==> src/rtl/truth_table_sweeper_pkg.sv <==
// truth_table_sweeper_pkg: shared FSM state encoding, lab golden tables and sweep helpers
package truth_table_sweeper_pkg;
  typedef enum logic [1:0] {
    S_IDLE  = 2'd0,
    S_APPLY = 2'd1,
    S_DONE  = 2'd2
  } state_t;
  localparam logic [7:0] MAJ3 = 8'hE8;
  localparam logic [7:0] AND3 = 8'h80;
  localparam logic [7:0] XOR3 = 8'h96;
  function automatic int unsigned sweep_len(input int unsigned n);
    return 32'd1 << n;
  endfunction
endpackage

==> src/rtl/truth_table_sweeper_if.sv <==
// truth_table_sweeper_if: sweep control, DUT stimulus/response and result bus; master = controller+DUT side, slave = sweeper
interface truth_table_sweeper_if #(parameter int N_IN = 3);
  logic                 start;
  logic [N_IN-1:0]      dut_in;
  logic                 dut_out;
  logic                 busy;
  logic                 done;
  logic                 pass;
  logic [2**N_IN-1:0]   captured;
  logic [N_IN:0]        err_count;
  logic [N_IN-1:0]      first_err_idx;
  modport master (
    output start, dut_out,
    input  dut_in, busy, done, pass, captured, err_count, first_err_idx
  );
  modport slave (
    input  start, dut_out,
    output dut_in, busy, done, pass, captured, err_count, first_err_idx
  );
endinterface

==> src/rtl/truth_table_sweeper_settle.sv <==
// sweep_settle_timer: counts SETTLE cycles per vector (clk, rst, clear, en in; sample_tick out, 1 cycle)
module sweep_settle_timer #(
  parameter int SETTLE = 2
) (
  input  logic clk,
  input  logic rst,
  input  logic clear,
  input  logic en,
  output logic sample_tick
);
  localparam int CW = SETTLE > 1 ? $clog2(SETTLE) : 1;
  logic [CW-1:0] cnt;
  assign sample_tick = en && cnt == CW'(SETTLE - 1);
  always_ff @(posedge clk)
    cnt <= (rst || clear || sample_tick) ? '0 : en ? cnt + 1'b1 : cnt;
endmodule

==> src/rtl/truth_table_sweeper.sv <==
// truth_table_sweeper: sweeps all N_IN-bit vectors into a DUT, captures its truth table and compares to EXPECTED (clk, rst, bus: slave side of truth_table_sweeper_if)
module truth_table_sweeper
  import truth_table_sweeper_pkg::*;
#(
  parameter int                 N_IN     = 3,
  parameter int                 SETTLE   = 2,
  parameter logic [2**N_IN-1:0] EXPECTED = (2**N_IN)'(MAJ3)
) (
  input logic                  clk,
  input logic                  rst,
  truth_table_sweeper_if.slave bus
);
  localparam logic [N_IN-1:0] LAST = N_IN'(sweep_len(N_IN) - 1);
  state_t          state;
  logic [N_IN-1:0] idx;
  logic            tick;
  logic            accept;
  logic            miss;
  logic [N_IN:0]   err_next;
  assign accept   = bus.start && state != S_APPLY;
  assign miss     = bus.dut_out != EXPECTED[idx];
  assign err_next = bus.err_count + (N_IN+1)'(miss);
  assign bus.dut_in = idx;
  sweep_settle_timer #(.SETTLE(SETTLE)) u_timer (
    .clk         (clk),
    .rst         (rst),
    .clear       (accept),
    .en          (state == S_APPLY),
    .sample_tick (tick)
  );
  // the final sample and its mismatch land on the DONE-entry edge, so pass uses err_next
  always_ff @(posedge clk) begin
    if (rst) begin
      state             <= S_IDLE;
      idx               <= '0;
      bus.busy          <= 1'b0;
      bus.done          <= 1'b0;
      bus.pass          <= 1'b0;
      bus.captured      <= '0;
      bus.err_count     <= '0;
      bus.first_err_idx <= '0;
    end else if (accept) begin
      state             <= S_APPLY;
      idx               <= '0;
      bus.busy          <= 1'b1;
      bus.done          <= 1'b0;
      bus.pass          <= 1'b0;
      bus.captured      <= '0;
      bus.err_count     <= '0;
      bus.first_err_idx <= '0;
    end else if (state == S_APPLY && tick) begin
      bus.captured[idx] <= bus.dut_out;
      bus.err_count     <= err_next;
      if (miss && bus.err_count == '0) bus.first_err_idx <= idx;
      if (idx == LAST) begin
        state    <= S_DONE;
        bus.busy <= 1'b0;
        bus.done <= 1'b1;
        bus.pass <= err_next == '0;
      end else idx <= idx + 1'b1;
    end
  end
endmodule

==> src/flat_wrapper.sv <==
// flat-port wrapper written by rule: the top's interface ports become plain ports
module truth_table_sweeper_flat import truth_table_sweeper_pkg::*;
#(
  parameter int                 N_IN     = 3,
  parameter int                 SETTLE   = 2,
  parameter logic [2**N_IN-1:0] EXPECTED = (2**N_IN)'(MAJ3)
)
  (clk, rst, bus_start, bus_dut_out, bus_dut_in, bus_busy, bus_done, bus_pass, bus_captured, bus_err_count, bus_first_err_idx);
  truth_table_sweeper_if #(.N_IN(N_IN)) bus_i ();
  input logic clk;
  input logic rst;
  input wire logic [$bits(bus_i.start)-1:0] bus_start;
  input wire logic [$bits(bus_i.dut_out)-1:0] bus_dut_out;
  output wire logic [$bits(bus_i.dut_in)-1:0] bus_dut_in;
  output wire logic [$bits(bus_i.busy)-1:0] bus_busy;
  output wire logic [$bits(bus_i.done)-1:0] bus_done;
  output wire logic [$bits(bus_i.pass)-1:0] bus_pass;
  output wire logic [$bits(bus_i.captured)-1:0] bus_captured;
  output wire logic [$bits(bus_i.err_count)-1:0] bus_err_count;
  output wire logic [$bits(bus_i.first_err_idx)-1:0] bus_first_err_idx;
  assign bus_i.start = bus_start;
  assign bus_i.dut_out = bus_dut_out;
  assign bus_dut_in = bus_i.dut_in;
  assign bus_busy = bus_i.busy;
  assign bus_done = bus_i.done;
  assign bus_pass = bus_i.pass;
  assign bus_captured = bus_i.captured;
  assign bus_err_count = bus_i.err_count;
  assign bus_first_err_idx = bus_i.first_err_idx;
  truth_table_sweeper #(.N_IN(N_IN), .SETTLE(SETTLE), .EXPECTED(EXPECTED)) u_core (.clk(clk), .rst(rst), .bus(bus_i));
endmodule
==> config.mk <==
export PLATFORM = sky130hd
export DESIGN_NAME = truth_table_sweeper_flat
export DESIGN_NICKNAME = d
export VERILOG_FILES = /design/src/rtl/truth_table_sweeper_pkg.sv /design/src/rtl/truth_table_sweeper_if.sv /design/src/rtl/truth_table_sweeper_settle.sv /design/src/rtl/truth_table_sweeper.sv /design/src/flat_wrapper.sv
export SDC_FILE = /design/constraint.sdc
export NUM_CORES = 1
export LEC_CHECK = 0
export BUFFER_PORTS_ARGS = -buffer_cell sky130_fd_sc_hd__buf_2
export CORE_ASPECT_RATIO = 0.9
export CORE_MARGIN = 5
export CORE_UTILIZATION = 35
export DETAILED_ROUTE_END_ITERATION = 10
export PLACE_DENSITY = 0.58
export SETUP_SLACK_MARGIN = 0.15
export SLEW_MARGIN = 10
export SYNTH_ARGS = -nofsm -noshare
export SYNTH_HDL_FRONTEND = slang
export SYNTH_SLANG_ARGS = --single-unit
==> constraint.sdc <==
create_clock -name clk -period 4.1 [get_ports clk]
set_input_delay 0.205 -clock clk [delete_from_list [all_inputs] [get_ports clk]]
set_output_delay 0.205 -clock clk [all_outputs]
set_load 0.05 [all_outputs]
==> results of run 1 <==
[layer usage]
metal  vias up  track usage (%)
met5         -                0
met4         0             3.52
met3         4             2.14
met2        23             18.9
met1       470             16.7
li1        525                -
[kinds of logic after synthesis]
kind of cell	after synthesis	synth area share (%)
compound gates	40	24.1
flops	23	38.4
fa+ha+maj	4	4.17
buf+inv	10	4.80
simple gates	50	26.4
xor+xnor	3	2.19
[synthesized netlist by cell type (all sizes together)]
master,count,area (um2)
nand3,9,45.0
o41ai,1,8.76
nor4bb,1,10.0
nand2,9,33.8
o21a,1,7.51
nand4,3,18.8
nor4,1,6.26
or4,1,11.3
buf,6,42.5
or3,3,18.8
inv,2,7.51
xnor2,2,17.5
and4bb,2,28.8
nor3,2,10.0
clkbuf,2,7.51
xor2,1,8.76
nand2b,3,21.3
a211oi,1,7.51
dfxtp,23,460
a32o,1,10.0
o21bai,1,7.51
ha,4,50.1
a311oi,1,8.76
a21o,1,7.51
nand3b,1,20.0
a21boi,1,7.51
o31ai,8,70.1
and3b,2,18.8
nand4b,1,8.76
nor2,7,26.3
and4b,2,20.0
a21oi,17,119
and2,1,6.26
nor2b,2,12.5
o21ai,7,35.0
[how the worst min path moves through the flow]
stage,from,to,slack [ns],cells past startpoint
global route,rst,u_core.bus.busy$_SDFFE_PP0P_,0.15,2
detailed placement,rst,u_core.bus.busy$_SDFFE_PP0P_,0.42,2
finish,rst,u_core.bus.busy$_SDFFE_PP0P_,0.15,2
floorplan,rst,u_core.bus.busy$_SDFFE_PP0P_,0.28,1
global placement,rst,u_core.bus.busy$_SDFFE_PP0P_,0.42,2
CTS,rst,u_core.bus.busy$_SDFFE_PP0P_,0.14,2
[power breakdown]
group	leakage [uW]	switching, uW	internal, uW
registers	0.000186	5.56	225
clock network	0.0000228	70.1	69.2
logic	0.000326	19.4	8.05
total	0.000534	95.1	302
[per-stage QoR]
| stage | instances | worst slack, ns |
|---|---|---|
| after floorplan | 130 | 2.36 |
| after global placement | 190 | 2.28 |
| after detailed placement | 190 | 2.17 |
| after CTS | 194 | 2.27 |
| after global routing | 194 | 2.20 |
| final | 194 | 2.27 |
[final cells by class]
type	count	share of cell area [%]
multi-input combinational	97	49.8
sequential	23	33.6
timing repair buffer	24	8.77
tap	44	4.02
clock buffer	4	3.29
inverter	2	0.548
[worst register-to-register path, stage by stage (launching register included)]
cell and delay [ns]:
dfxtp_1 0.31, xnor2_1 0.29, inv_1 0.15, ha_1 0.25
ha_1 0.21, or3_1 0.31, o31ai_1 0.08, a32o_1 0.19
[registers in the layout, summed over array words and instances (netlist names), named ones only]
register	cells
u_core.bus.pass	1
u_core.u_timer.cnt	1
u_core.bus.busy	1
u_core.bus.dut_in	3
u_core.bus.err_count	4
u_core.bus.captured	8
u_core.bus.first_err_idx	3
u_core.bus.done	1
==> results.sh, run 1 <==
export IMPL_cpPeakStageDelay_ns=0.31
export IMPL_timing_hold_ws_ns=0.146
export IMPL_gp_congestion=0.717
export IMPL_crit_path_cell_trace="xnor2_1 > inv_1 > ha_1 > ha_1 > or3_1 > o31ai_1 > a32o_1"
export IMPL_finalPower_uw=398
export IMPL_worstPathArrival_ns=2.03
export IMPL_critical_path_required_ns=4.31
export IMPL_drive_gt1_share_pct=29.3
export IMPL_min_period_ns=1.83
export IMPL_die_width_um=71.7
export IMPL_die_h_um=65.5
export IMPL_clock_sinks=23
export IMPL_boundaryPins=25
export IMPL_diodes=0
export IMPL_crit_end="u_core.bus.pass$_SDFFE_PP0P_"
export IMPL_outcome="completed"
export IMPL_path_common_cell="ha_1"
export IMPL_insertion_delay_ns=0.26
export IMPL_leakage_uw=0.000534
export IMPL_maxSlewViolCount=0
export IMPL_path_clk_slew_ns=0.08
export IMPL_ctsHtreeMaxLevel=1
export IMPL_hold_path_class="primary input to flop"
export IMPL_placed_area_um2=1330
export IMPL_die_area_um2=4700
export IMPL_synth_warnings=0
export IMPL_worst_pin_slew_ns=0.842
export IMPL_routedWlPerCell_um=13.4
export IMPL_reg2reg_slack_ns=2.27
export IMPL_top_layer_used="met4"
export IMPL_fin_util_pct=40.9
export IMPL_grt_pass1_wl_mm=4.62
export IMPL_tritoncts="built"
export IMPL_syn_avg_cell_area_um2=9.23
export IMPL_nFillCells=364
export IMPL_crit_buf_inv=1
export IMPL_synthCells=130
export IMPL_cp_top_family="adder cells"
export IMPL_antenna_found_initial=0
export IMPL_drt_initial_drc_count=45
export IMPL_cap_violations=0
export IMPL_tns_ns=0
export IMPL_area_growth_pct=14.2
export IMPL_hpwl_mm=1.85
export IMPL_clock_root_buffer="clkbuf_8"
export IMPL_final_nets=159
export IMPL_crit_fanout=4
export IMPL_grt_pass1_vias=984
export IMPL_powerDensity_nw_per_um2=290
export IMPL_reg2reg_to="u_core.bus.pass$_SDFFE_PP0P_"
export IMPL_coreArea_um2=3350
export IMPL_initial_utilization_pct=35.8
export IMPL_ys_seq_elements=23
export IMPL_ff2ff_path_depth=7
export IMPL_vias=1022
export IMPL_hold_violations=0
export IMPL_worstSetupPathType="flop to flop"
export IMPL_ir_worst_vdd_uv=140
export IMPL_yosysSeqAreaShare_pct=38.4
export IMPL_hold_buffers=0
export IMPL_stdcell_area_um2=1370
export IMPL_fin_worst_skew_ns=0.00328
export IMPL_cts_resized=0
export IMPL_grt_max_degree=22
export IMPL_wl_met3_um=104
export IMPL_drt_total_wl_mm=2.60
export IMPL_antenna_left=0
export IMPL_syn_area_um2=1200
export IMPL_multi_input_area_um2=682
export IMPL_regArea_um2=460
export IMPL_rsz0062_at_grt="false"
export IMPL_final_cell_mix="buf_2, dfxtp_1, nand2_1, nand3_1, a21oi_2"
export IMPL_final_common_cell="buf_2"
export IMPL_synth_distinct_cells=42
export IMPL_wl_met2_mm=1.15
export IMPL_relSlewSlack_pct=43.8
export IMPL_clk_path_buf_depth=2
export IMPL_wl_met1_mm=1.31
export IMPL_critPathCaptureType="flop"
export IMPL_drc=0
export IMPL_min_period_over_period_pct=44.6
export IMPL_max_freq_mhz=547
export IMPL_post_cts_buffers=0
export IMPL_first_pass_iters=4
export IMPL_cp_start_kind="flop"
export IMPL_grt_ovfl_total=0
export IMPL_drt_vias_per_instance=5.27
export IMPL_synth_net_count=138
export IMPL_track_usage_pct=12.0
export IMPL_worst_path_max_delay_cell="dfxtp_1"
export IMPL_path_depth=7
export IMPL_setup_violations=0
export IMPL_num_rows=20
export IMPL_cts_buffers=3
export IMPL_io_buffers=24
Power figures use the tool's default switching activity.
==> run 2, diff against run 1 <==
PLACE_DENSITY = 0.6   (was 0.58)
clock period = 1.5 ns   (was 4.1 ns; I/O delays follow)
==> run 2 against run 1 <==
Net effect:
- the run now ends with setup timing left
- non-clock buffer count grew 18
- sequential share of layout area is 4.2 points lower
- via count rose by 12%
- cell count is 9.3% higher
- first-iteration DRC count increased by 110%
- cell area grew 20%
- critical path type unchanged
==> results.sh, run 2 (synthesized netlist as in run 1, its figures left out) <==
export IMPL_cts_buffers=3
export IMPL_drt_total_wl_mm=3.08
export IMPL_reg2reg_slack_ns=-0.04
export IMPL_worstSetupPathType="flop to flop"
export IMPL_antenna_found_initial=0
export IMPL_worst_path_max_delay_cell="dfxtp_2"
export IMPL_reg_top3="u_core.bus.captured (8), u_core.bus.err_count (4)"
export IMPL_boundaryPins=25
export IMPL_netSwitchingPower_uw=294
export IMPL_critPathCaptureType="flop"
export IMPL_drc=0
export IMPL_io_buffers=24
export IMPL_leakage_uw=0.000650
export IMPL_hold_path_depth=2
export IMPL_timing_hold_ws_ns=0.00882
export IMPL_drive_gt1_share_pct=51.8
export IMPL_min_period_ns=1.54
export IMPL_final_common_cell="buf_2"
export IMPL_coreArea_um2=3350
export IMPL_path_depth=10
export IMPL_nFillCells=320
export IMPL_violations="setup timing"
export IMPL_final_nets=177
export IMPL_place_inst=198
export IMPL_crit_buf_inv=7
export IMPL_cp_top_family="buffers and inverters"
export IMPL_worst_slack_ns=-0.0433
export IMPL_grt_pass1_wl_mm=5.02
export IMPL_gp_congestion=0.744
export IMPL_largest_register="u_core.bus.captured"
export IMPL_track_usage_pct=13.3
export IMPL_ir_worst_vdd_uv=286
export IMPL_initial_utilization_pct=35.8
export IMPL_vias=1142
export IMPL_multi_input_area_um2=779
export IMPL_die_width_um=71.7
export IMPL_setup_violations=4
export IMPL_num_rows=20
export IMPL_path_clk_slew_ns=0.09
export IMPL_diodes=0
export IMPL_ctsHtreeMaxLevel=1
export IMPL_ff2ff_path_depth=10
export IMPL_hold_buffers=0
export IMPL_final_cells=212
export IMPL_clock_root_buffer="clkbuf_8"
export IMPL_fin_worst_skew_ns=0.00708
export IMPL_worst_pin_slew_ns=0.486
export IMPL_hpwl_mm=2.03
export IMPL_rsz0062_at_grt="true"
export IMPL_cpPeakStageDelay_ns=0.33
export IMPL_powerDensity_nw_per_um2=697
export IMPL_seqPwrFrac_pct=54.3
export IMPL_clock_power_share_pct=35.1
export IMPL_routedWlPerCell_um=14.5
export IMPL_cp_start_kind="flop"
export IMPL_combPwrFrac_pct=10.6
export IMPL_grt_max_degree=16
export IMPL_sw_frac_of_total_pct=25.6
export IMPL_die_h_um=65.5
export IMPL_worstPathArrival_ns=1.70
export IMPL_antenna_left=0
export IMPL_drt_vias_per_instance=5.39
export IMPL_placed_area_um2=1460
export IMPL_crit_fanout=3
export IMPL_clock_sinks=23
export IMPL_grt_pass1_vias=1030
export IMPL_insertion_delay_ns=0.27
export IMPL_crit_path_cell_trace="xnor2_2 > inv_2 > buf_4 > buf_6 > buf_4 > buf_4 > buf_6 > buf_6 > nand4_1 > a21oi_1"
export IMPL_hold_path_class="primary input to flop"
export IMPL_maxSlewViolCount=0
export IMPL_drt_initial_drc_count=95
export IMPL_regArea_um2=484
export IMPL_largest_reg_flops=8
export IMPL_final_cell_mix="buf_2, buf_4, dfxtp_1"
export IMPL_critical_path_required_ns=1.66
export IMPL_hp_start="rst"
export IMPL_grt_ovfl_total=0
export IMPL_pre_cts_slack_ns=-0.0214
export IMPL_finalPower_uw=1150
export IMPL_max_freq_mhz=648
export IMPL_outcome="complete, but fails checks"
export IMPL_clk_path_buf_depth=2
export IMPL_die_area_um2=4700
export IMPL_tritoncts="built"
export IMPL_relSlewSlack_pct=67.3
export IMPL_area_growth_pct=37.1
export IMPL_hold_violations=0
export IMPL_intPower_uw=853
export IMPL_stdcell_area_um2=1650
export IMPL_first_pass_iters=5
export IMPL_cap_violations=0
export IMPL_min_period_over_period_pct=103
[run 2: repair_timing]
item | CTS | global route
pin swaps | 8 | 8
setup endpoints to repair | 4 | 11
gates resized for setup | 6 | 12
setup buffers | 7 | 3
[run 2: path summary, 6_finish.rpt]
kind / to
max reg2reg: u_core.bus.first_err_idx[2]$_SDFFE_PP0P_
min: u_core.bus.busy$_SDFFE_PP0P_
max: u_core.bus.first_err_idx[2]$_SDFFE_PP0P_
min reg2reg: u_core.bus.captured[1]$_SDFFE_PP0P_
[run 2: stage by stage]
step | util [%] | TNS [ns]
after floorplan | - | -0.0162
after global placement | 43.4 | -0.00793
after detailed placement | 43.4 | -0.0214
after CTS | 47.1 | 0
after global routing | 49.1 | -0.257
final | 49.1 | -0.140
[run 2: final cells by class]
cell class | count | share of cell area [%]
Sequential cell | 23 | 29.4
Timing Repair Buffer | 42 | 16.7
Multi-Input combinational cell | 97 | 47.4
Inverter | 2 | 0.456
Clock buffer | 4 | 2.74
Tap cell | 44 | 3.35
[run 2: metal layers]
metal	part of all wire (%)	GRT usage [%]	routed length (um)
met5	0	0	0
met4	1.4	4.93	44
met3	3.3	1.99	101
met2	49	21.3	1510
met1	46	17.9	1430
[run 2: power groups by stage]
stage	combinational, uW	clock [uW]	sequential [uW]
3_3_place_gp	92.5	0	636
2_1_floorplan	66.1	0	642
3_5_place_dp	94.7	0	637
5_1_grt	130	428	624
6_report	122	402	622
4_1_cts	108	412	622
[run 2: worst reg2reg max path, stage by stage, from the launching register on]
cell	delay [ns]
dfxtp_2	0.33
xnor2_2	0.16
inv_2	0.07
buf_4	0.14
buf_6	0.10
buf_4	0.12
buf_4	0.13
buf_6	0.10
buf_6	0.11
nand4_1	0.09
a21oi_1	0.07
==> run 3, diff against run 2 <==
GPL_ROUTABILITY_DRIVEN = 0   (was not set)
PLACE_DENSITY = 0.61   (was 0.6)
SYNTH_HIERARCHICAL = 1   (was not set)
==> run 3 against run 2 <==
Net effect:
- the flow still finishes with violations (setup timing)
- routed wire length down 17%
- clock skew down 0.0051 ns
- cell area down 4.3%
- critical path depth down 3
- sequential power down 2%
- core utilization up 2.3 points
- non-clock buffer count down 2
- global-route usage down 1.4 points
- combinational power down 24%
- sequential share of layout area up 1.4 points
- synthesized area down 7.3%
==> results.sh, run 3 <==
export IMPL_max_freq_mhz=666
export IMPL_tritoncts="built"
export IMPL_min_period_ns=1.50
export IMPL_grt_ovfl_total=0
export IMPL_vias=1013
export IMPL_drive_gt1_share_pct=48.1
export IMPL_drc=0
export IMPL_reg2reg_slack_ns=-0.002
export IMPL_die_area_um2=4410
export IMPL_worstSetupPathType="flop to flop"
export IMPL_initial_utilization_pct=36.3
export IMPL_synth_net_count=128
export IMPL_rsz0062_at_grt="true"
export IMPL_worst_slack_ns=-0.00248
export IMPL_grt_max_degree=17
export IMPL_clk_path_buf_depth=2
export IMPL_antenna_found_initial=0
export IMPL_reg_top3="u_core/bus.captured (8), u_core/bus.err_count (4)"
export IMPL_fin_util_pct=51.3
export IMPL_final_nets=167
export IMPL_boundaryPins=25
export IMPL_hold_path_class="primary input to flop"
export IMPL_seqPwrFrac_pct=62.0
export IMPL_largest_reg_flops=8
export IMPL_combPwrFrac_pct=9.5
export IMPL_cap_violations=0
export IMPL_coreArea_um2=3070
export IMPL_largest_register="u_core/bus.captured"
export IMPL_ys_flop_type="dfxtp_1"
export IMPL_grt_use_met3_pct=4.13
export IMPL_synth_area_leaders="dfxtp_1, mux2i_1, nor2_1, ha_1, a21oi_1"
export IMPL_worst_pin_slew_ns=0.534
export IMPL_worstPathArrival_ns=1.72
export IMPL_synth_largest_area_cell="dfxtp_1"
export IMPL_reg2reg_to="u_core/bus.pass$_SDFFE_PP0P_"
export IMPL_cts_buffers=3
export IMPL_netSwitchingPower_uw=235
export IMPL_diodes=0
export IMPL_maxSlewViolCount=0
export IMPL_cpPeakStageDelay_ns=0.34
export IMPL_powerDensity_nw_per_um2=625
export IMPL_final_cell_mix="buf_2, nor2_1, dfxtp_1"
export IMPL_hold_violations=0
export IMPL_use_met2_pct=20.8
export IMPL_holdPathEnd="u_core/u_timer/cnt$_SDFFE_PP0P_"
export IMPL_synth_warnings=6
export IMPL_clock_sinks=23
export IMPL_relSlewSlack_pct=64.1
export IMPL_outcome="complete, but fails checks"
export IMPL_area_growth_pct=41.5
export IMPL_critical_path_required_ns=1.71
export IMPL_insertion_delay_ns=0.30
export IMPL_grt_pass1_vias=938
export IMPL_drt_initial_drc_count=32
export IMPL_path_clk_slew_ns=0.12
export IMPL_violations="setup timing"
export IMPL_pre_cts_slack_ns=-0.0616
export IMPL_async_reset_ff_share_pct=0
export IMPL_yosysSeqAreaShare_pct=41.4
export IMPL_setup_violations=1
export IMPL_use_met1_pct=13.7
export IMPL_crit_fanout=3
export IMPL_yosys_area_top_type_share_pct=41.4
export IMPL_timing_hold_ws_ns=0.0710
export IMPL_nFillCells=286
export IMPL_synth_distinct_cells=32
export IMPL_clock_root_buffer="clkbuf_4"
export IMPL_first_pass_iters=4
export IMPL_die_width_um=69.4
export IMPL_synth_top_cells_by_count="dfxtp_1, nor2_1, nand2_1"
export IMPL_leakage_uw=0.000674
export IMPL_place_inst=191
export IMPL_crit_path_cell_trace="xor2_2 > ha_2 > ha_4 > and2_4 > a21oi_2 > o22ai_1 > a22o_1"
export IMPL_routedWlPerCell_um=12.8
export IMPL_finalPower_uw=983
export IMPL_final_common_cell="buf_2"
export IMPL_ctsHtreeMaxLevel=1
export IMPL_drt_total_wl_mm=2.55
export IMPL_synthCells=120
export IMPL_clock_power_share_pct=28.6
export IMPL_num_rows=19
export IMPL_hp_start="bus_start"
export IMPL_fin_worst_skew_ns=0.00203
export IMPL_synth_edff_count=0
export IMPL_drt_vias_per_instance=5.07
export IMPL_final_cells=200
export IMPL_ys_seq_elements=23
export IMPL_syn_avg_cell_area_um2=9.27
export IMPL_io_buffers=24
export IMPL_cp_start_kind="flop"
export IMPL_grt_pass1_wl_mm=4.34
export IMPL_hold_path_depth=3
export IMPL_critPathCaptureType="flop"
export IMPL_hpwl_mm=1.80
export IMPL_syn_area_um2=1110
export IMPL_ir_worst_vdd_uv=783
export IMPL_busiest_layer="met2"
export IMPL_ff2ff_path_depth=7
export IMPL_yosysMostFrequentCell="dfxtp_1"
export IMPL_worst_path_max_delay_cell="dfxtp_2"
export IMPL_min_period_over_period_pct=100
export IMPL_sw_frac_of_total_pct=23.9
export IMPL_track_usage_pct=11.9
export IMPL_antenna_left=0
export IMPL_intPower_uw=748
export IMPL_die_h_um=63.5
[run 3: cell types whose count changed in the layout (fill, tap and decap cells not counted), moves of 5 or more]
| cell | delta |
|---|---|
| nor2_1 | +13 |
| mux2i_1 | +11 |
| nand3_1 | -8 |
| a21oi_2 | -7 |
| dfxtp_2 | -5 |
| nand2_1 | +5 |
| o21ai_1 | -5 |
| o31ai_1 | -5 |
[run 3: stage by stage]
stage               area [um2]  setup TNS, ns
finish                    1570       -0.00248
global route              1570         -0.242
CTS                       1560        -0.0256
detailed placement        1400         -0.187
global placement          1400         -0.144
floorplan                 1180         -0.428
[run 3: power by group through the flow]
stage | sequential [uW] | clock, uW | combinational, uW
2_1_floorplan | 636 | 0 | 42.5
3_5_place_dp | 625 | 0 | 80.1
4_1_cts | 612 | 297 | 91.9
5_1_grt | 611 | 327 | 101
3_3_place_gp | 625 | 0 | 77.8
6_report | 610 | 281 | 93.0
[run 3: metal layers]
metal | vias up | wire length (um)
met4 | 0 | 38
met2 | 26 | 1270
met5 | - | 0
li1 | 502 | -
met1 | 479 | 1110
met3 | 6 | 136
[run 3: repair_timing]
item                       in CTS  in global routing
hold buffers                    1                  0
cloned                          1                  0
pin swaps                      16                 14
gates resized for setup        18                  3
setup buffers                   3                  0
setup endpoints to repair      19                 22
hold endpoints to repair        2                  0
[run 3: cells by family (layout without fill, tap and decap cells)]
logic type / after synthesis / count (layout) / synth area share (%)
xor+xnor: 5 / 5 / 3.94
simple gates: 52 / 53 / 27.4
buf+inv: 8 / 45 / 4.27
fa+ha+maj: 4 / 4 / 4.50
flops: 23 / 23 / 41.4
mux: 11 / 11 / 9.90
compound gates: 17 / 17 / 8.55
[run 3: critical path, delay by kind of cell, from the launching register on]
family                   cells  cell delay, ns
AND/OR/NAND/NOR              1            0.15
AO/OA/AOI/OAI                3            0.39
flip-flops                   1            0.34
XOR/XNOR                     1            0.15
adder cells (fa/ha/maj)      2            0.37
[run 3: worst max path at each step]
stage	slack, ns	start	cells past startpoint	end
global route	-0.07	u_core/state[1]$_SDFFE_PP0P_	7	u_core/bus.captured[2]$_SDFFE_PP0P_
finish	-0.002	flop	7	u_core/bus.pass$_SDFFE_PP0P_
global placement	-0.05	u_core/state[1]$_SDFFE_PP0P_	7	u_core/bus.first_err_idx[0]$_SDFFE_PP0P_
CTS	-0.03	flop	7	u_core/bus.pass$_SDFFE_PP0P_
detailed placement	-0.06	u_core/state[1]$_SDFFE_PP0P_	7	u_core/bus.first_err_idx[0]$_SDFFE_PP0P_
floorplan	-0.08	u_core/state[1]$_SDFFE_PP0P_	8	u_core/bus.captured[7]$_SDFFE_PP0P_
[run 3: final cells by class]
type                            count  area (um2)  area share [%]
Multi-Input combinational cell     90         752            47.8
Sequential cell                    23         485            30.8
Timing Repair Buffer               40         254            16.1
Tap cell                           42        52.6            3.34
Clock buffer                        4        26.3            1.67
Inverter                            1        3.75           0.238
